==> config.mk <==
export PLATFORM = sky130hd
export DESIGN_NAME = switch_debouncer
export DESIGN_NICKNAME = d
export VERILOG_FILES = /design/src/rtl/switch_pkg.sv /design/src/rtl/switch_debounce_bit.sv /design/src/rtl/switch_debouncer.sv
export SDC_FILE = /design/constraint.sdc
export NUM_CORES = 1
export LEC_CHECK = 0
export CAP_MARGIN = 10
export CORE_UTILIZATION = 30
export CTS_CLUSTER_SIZE = 16
export DETAILED_ROUTE_END_ITERATION = 8
export PLACE_DENSITY_LB_ADDON = 0.3
export SYNTH_ARGS = -nofsm -noshare
export SYNTH_HDL_FRONTEND = slang
export SYNTH_HIERARCHICAL = 1
export SYNTH_SLANG_ARGS = --single-unit
==> constraint.sdc <==
create_clock -name clk -period 2.4 [get_ports clk]
set_input_delay 0.48 -clock clk [delete_from_list [all_inputs] [get_ports clk]]
set_output_delay 0.48 -clock clk [all_outputs]
set_load 0.01 [all_outputs]
==> src/rtl/switch_pkg.sv <==
// Shared definitions for the switch debouncer.
//   NUM_SWITCHES : number of board switches handled by the block
//   switch_vec_t : one bit per switch
package switch_pkg;

   localparam int NUM_SWITCHES = 8;

   typedef logic [NUM_SWITCHES-1:0] switch_vec_t;

endpackage : switch_pkg

==> src/rtl/switch_debounce_bit.sv <==
// One switch bit: two-flop synchronizer, stability counter and optional
// edge pulses.
//   clk      : clock, all state on rising edge
//   rst      : synchronous active-high reset
//   sw_async : raw bouncing switch level
//   clean    : debounced level (registered)
//   rise     : one-cycle pulse on an accepted 0->1 change
//   fall     : one-cycle pulse on an accepted 1->0 change
// Optional macro SWITCH_EDGE_PULSE_EN: when undefined, rise/fall are tied
// to 0 and no edge flops exist.
module switch_debounce_bit #(
   parameter int STABLE_CYCLES = 50000,
   parameter int COUNT_W       = 16
) (
   input  logic clk,
   input  logic rst,
   input  logic sw_async,
   output logic clean,
   output logic rise,
   output logic fall
);

   // Terminal count; STABLE_CYCLES <= 2**COUNT_W keeps this representable.
   localparam logic [COUNT_W-1:0] LAST = COUNT_W'(STABLE_CYCLES - 1);

   logic               sync1_q, sync2_q;
   logic [COUNT_W-1:0] cnt_q, cnt_d;
   logic               clean_q, clean_d;

   always_ff @(posedge clk) begin
      if (rst) begin
         sync1_q <= 1'b0;
         sync2_q <= 1'b0;
         cnt_q   <= '0;
         clean_q <= 1'b0;
      end else begin
         sync1_q <= sw_async;
         sync2_q <= sync1_q;
         cnt_q   <= cnt_d;
         clean_q <= clean_d;
      end
   end

   // Counter runs only while the synchronized level disagrees with the
   // accepted level; any agreement (a bounce back) restarts it from zero.
   always_comb begin
      cnt_d   = '0;
      clean_d = clean_q;
      if (sync2_q != clean_q) begin
         if (cnt_q == LAST) begin
            clean_d = sync2_q;
         end else begin
            cnt_d = cnt_q + COUNT_W'(1);
         end
      end
   end

   assign clean = clean_q;

`ifdef SWITCH_EDGE_PULSE_EN
   logic rise_q, fall_q;

   // Registered alongside clean_q so the pulse coincides with the update.
   always_ff @(posedge clk) begin
      if (rst) begin
         rise_q <= 1'b0;
         fall_q <= 1'b0;
      end else begin
         rise_q <= clean_d & ~clean_q;
         fall_q <= ~clean_d & clean_q;
      end
   end

   assign rise = rise_q;
   assign fall = fall_q;
`else
   assign rise = 1'b0;
   assign fall = 1'b0;
`endif

endmodule : switch_debounce_bit

==> src/rtl/switch_debouncer.sv <==
// Debouncer for NUM_SWITCHES independent board switches.
//   clk      : clock, all state on rising edge
//   rst      : synchronous active-high reset
//   switch   : raw asynchronous bouncing switches
//   sw_clean : debounced levels, registered
//   sw_rise  : per-bit one-cycle pulse on accepted 0->1
//   sw_fall  : per-bit one-cycle pulse on accepted 1->0
// Parameters: STABLE_CYCLES (1 .. 2**COUNT_W), COUNT_W.
// Optional macro SWITCH_EDGE_PULSE_EN enables sw_rise/sw_fall; otherwise
// they are constant 0.
// Latency from a clean switch edge to sw_clean is 2 + STABLE_CYCLES.
module switch_debouncer
   import switch_pkg::*;
#(
   parameter int STABLE_CYCLES = 50000,
   parameter int COUNT_W       = 16
) (
   input  logic                    clk,
   input  logic                    rst,
   input  logic [NUM_SWITCHES-1:0] switch,
   output logic [NUM_SWITCHES-1:0] sw_clean,
   output logic [NUM_SWITCHES-1:0] sw_rise,
   output logic [NUM_SWITCHES-1:0] sw_fall
);

   switch_vec_t clean_w, rise_w, fall_w;

   for (genvar i = 0; i < NUM_SWITCHES; i++) begin : g_bit
      switch_debounce_bit #(
         .STABLE_CYCLES (STABLE_CYCLES),
         .COUNT_W       (COUNT_W)
      ) u_bit (
         .clk      (clk),
         .rst      (rst),
         .sw_async (switch[i]),
         .clean    (clean_w[i]),
         .rise     (rise_w[i]),
         .fall     (fall_w[i])
      );
   end

   assign sw_clean = clean_w;
   assign sw_rise  = rise_w;
   assign sw_fall  = fall_w;

endmodule : switch_debouncer

==> run summary <==
Status - completed
Reg2reg setup slack - 0.49 ns
Port bufs - 17
Number of synthesized flops with an enable pin - 0
Share of cells above drive strength 1 - 6.24%
Io pins - 34
DP HPWL - 7500 µm
Maximum VDD drop - 0.449 mV
Xor/xnor cell area share of the yosys netlist - 14.9%
GP Congestion - 0.746
CP endpoint - g_bit[6].u_bit/cnt_q[6]$_SDFF_PP0_
Pwr Total - 5.26 mW
CP cell instances - ha_1 > nand3_1 > nand4b_1 > nand2_1 > nor2_1
Count leader, synth - dfxtp_1
Max-slew headroom - 64.5%
Fin crit share - 79.8%
Vias in the first global route - 4531
P per Cell Area - 696 nW/µm²
Die W - 150 µm
Max Clock Skew - 0.00780 ns
Mux contribution to synthesized area - 1.22%
WP buf/inv - 0
Startpoint types - register
DR vias - 4743
Async SR Flop Fraction - 0%
Launch point of the worst path - g_bit[6].u_bit/cnt_q[0]$_SDFF_PP0_
Die H - 150 µm
Leading post-synthesis cells by cell area - dfxtp_1 (46%), xnor2_1 (11%), nor2_1 (8.2%)
Root Driver - clkbuf_16
Yosys warnings - 6
Total number of H-tree levels - 4
RR Endpoint - g_bit[6].u_bit/cnt_q[6]$_SDFF_PP0_
Pre-antenna DRT Iters - 4
Worst slew pin tran - 0.532 ns
Slowest CP cell - nand2_1
Slowest stage delay, CP - 0.47 ns
Cells on worst reg2reg path - 5
Tmin final - 1.91 ns
Synth top area share - 46.3%
Longest Clk Path Bufs - 2
Post-CTS sizing - 0
Max Clock Freq - 522 MHz
Multi-input combinational cell area - 3360 µm²
Main synth FF type - dfxtp_1
Cells after Synth - 720
Nets - 761
Critical Path RT - 2.68 ns
Filler cells - 2196
Die ar. - 22500 µm²
Simple-gate share of the synthesized area - 31.1%
Starting Density - 30.9%
Synth-to-Final Area Change - 15.1%
Final cell count without fillers - 1028
Core ar. - 21200 µm²
Distinct cells, synth - 27
R2r startpoint - g_bit[6].u_bit/cnt_q[0]$_SDFF_PP0_
GRT Util Overall - 11.2%
Register area share after synthesis - 46.3%
Delay-heaviest family, CP - simple AND/OR/NAND/NOR gates
Max_cap viols - 0
Final TNS setup - 0 ns
Post-synth top cells - dfxtp_1 (152), nor2_1 (144), xnor2_1 (80)
Antenna-violating nets left - 0
Setup violators final - 0
Smallest hold slack - 0.362 ns
Hold Violations, Final - 0
Avg Vias per Cell - 4.61
Hold buffers post-CTS - 0
CTS buffer count - 17
RSZ-0062 raised after global routing - no
CTS clock-pin slew for the worst setup and hold paths - 0.06 ns
Compound-cell area share of the yosys netlist - 1.52%
Worst min-delay path category - primary input to register
DR WL/cell - 11.0 µm
Post-Place Cells - 999
Post-DP Area - 6980 µm²
Average size of a mapped cell - 9.12 µm²
Netlist Area Pre-Place - 6570 µm²
Adder-cell share of the synthesized area - 1.52%
Postcts setup bufs - 0
Critical Path End Type - register
Slew Viols, Final - 0
Finished Cell Area - 7550 µm²
Post-synthesis register bit count - 152
DR iter-0 viols - 189
Sequential Area - 3040 µm²
Drt total wl - 11300 µm
Initial antenna violation count - 0
Crit path arrival time - 2.19 ns
Main combinational cell family by area after synthesis - simple AND/OR/NAND/NOR gates
CTS tree - yes
Critical-path maximum fanout - 15
Ant. Diodes - 0
Leading area contributor after synthesis - dfxtp_1
Pin count of the biggest net entering global routing - 21
Crit path depth - 5
Grt total ovfl - 0
DRC Markers - 0
Critical path type - register to register
Clock Latency Late Sink - 0.41 ns
First-pass GRT wire length - 20400 µm
FP Rows - 53
Leak Pwr - 2.33 nW
Clk sinks - 152
[power by group]
part           internal, mW  switching (mW)  leakage (nW)
clock network          1.64           0.995         0.274
logic                0.0294          0.0449         0.828
registers              2.54         0.00919          1.23
total                  4.21            1.05          2.33
[placed cells by master (no fill, tap or decap), types with 17 or more instances in the layout]
cell and instances:
dfxtp_1 152, nor2_1 144, xnor2_1 80, nand2_1 40, xor2_1 32, nand3_1 32, nor3_1 32, nand4_1 24
clkbuf_16 17
[registers in the layout (all words and copies together), names as in the netlist]
name / cells
g_bit.u_bit/sync1_q: 8
g_bit.u_bit/cnt_q: 128
g_bit.u_bit/clean: 8
g_bit.u_bit/sync2_q: 8
[area by class of cell]
cell class	instances	share of cell area, %
Clock buffer	20	5.91
Clock inverter	9	1.69
Inverter	8	0.397
Multi-Input combinational cell	544	44.5
Sequential cell	152	40.3
Tap cell	275	4.55
Timing Repair Buffer	20	2.65
[cell families after synthesis]
| family | after synthesis |
|---|---|
| xor gates and xnor gates | 112 |
| other | 8 |
| muxes | 8 |
| adders and majority gates | 8 |
| DFF | 152 |
| AOI/OAI and AO/OA | 16 |
| and+or+nand+nor | 384 |
| buffers and inverters | 32 |
[metrics by stage]
| stage | util, % | worst slack, ns |
|---|---|---|
| 3_5_place_dp | 32.9 | 0.504 |
| 6_report | 35.6 | 0.486 |
| 5_1_grt | 35.6 | 0.254 |
| 4_1_cts | 35.6 | 0.473 |
| 3_3_place_gp | 32.9 | 0.501 |
| 2_1_floorplan | - | 0.872 |
[how the worst min path moves through the flow]
stage | from | to | cells past startpoint | slack [ns]
floorplan | g_bit[0].u_bit/sync1_q$_SDFF_PP0_ | g_bit[0].u_bit/sync2_q$_SDFF_PP0_ | 1 | 0.41
global placement | g_bit[6].u_bit/sync1_q$_SDFF_PP0_ | g_bit[6].u_bit/sync2_q$_SDFF_PP0_ | 1 | 0.42
detailed placement | g_bit[2].u_bit/sync1_q$_SDFF_PP0_ | g_bit[2].u_bit/sync2_q$_SDFF_PP0_ | 1 | 0.42
CTS | rst | g_bit[0].u_bit/sync2_q$_SDFF_PP0_ | 2 | 0.34
global route | rst | g_bit[0].u_bit/clean$_SDFFE_PP0P_ | 2 | 0.35
finish | rst | g_bit[0].u_bit/sync2_q$_SDFF_PP0_ | 2 | 0.36
[layer usage]
metal  GRT usage, %  routed length, µm  vias up
li1               -                  -     2502
met1           14.4               5830     2178
met2           17.5               4930       55
met3           3.48                382        8
met4           3.84                125        0
met5              0                  0        -
[worst reg2reg max path, cell delays in order (launching register included)]
cell	delay, ns
dfxtp_1	0.38
ha_1	0.21
nand3_1	0.25
nand4b_1	0.36
nand2_1	0.47
nor2_1	0.11
(Power assumes the default switching activity.)
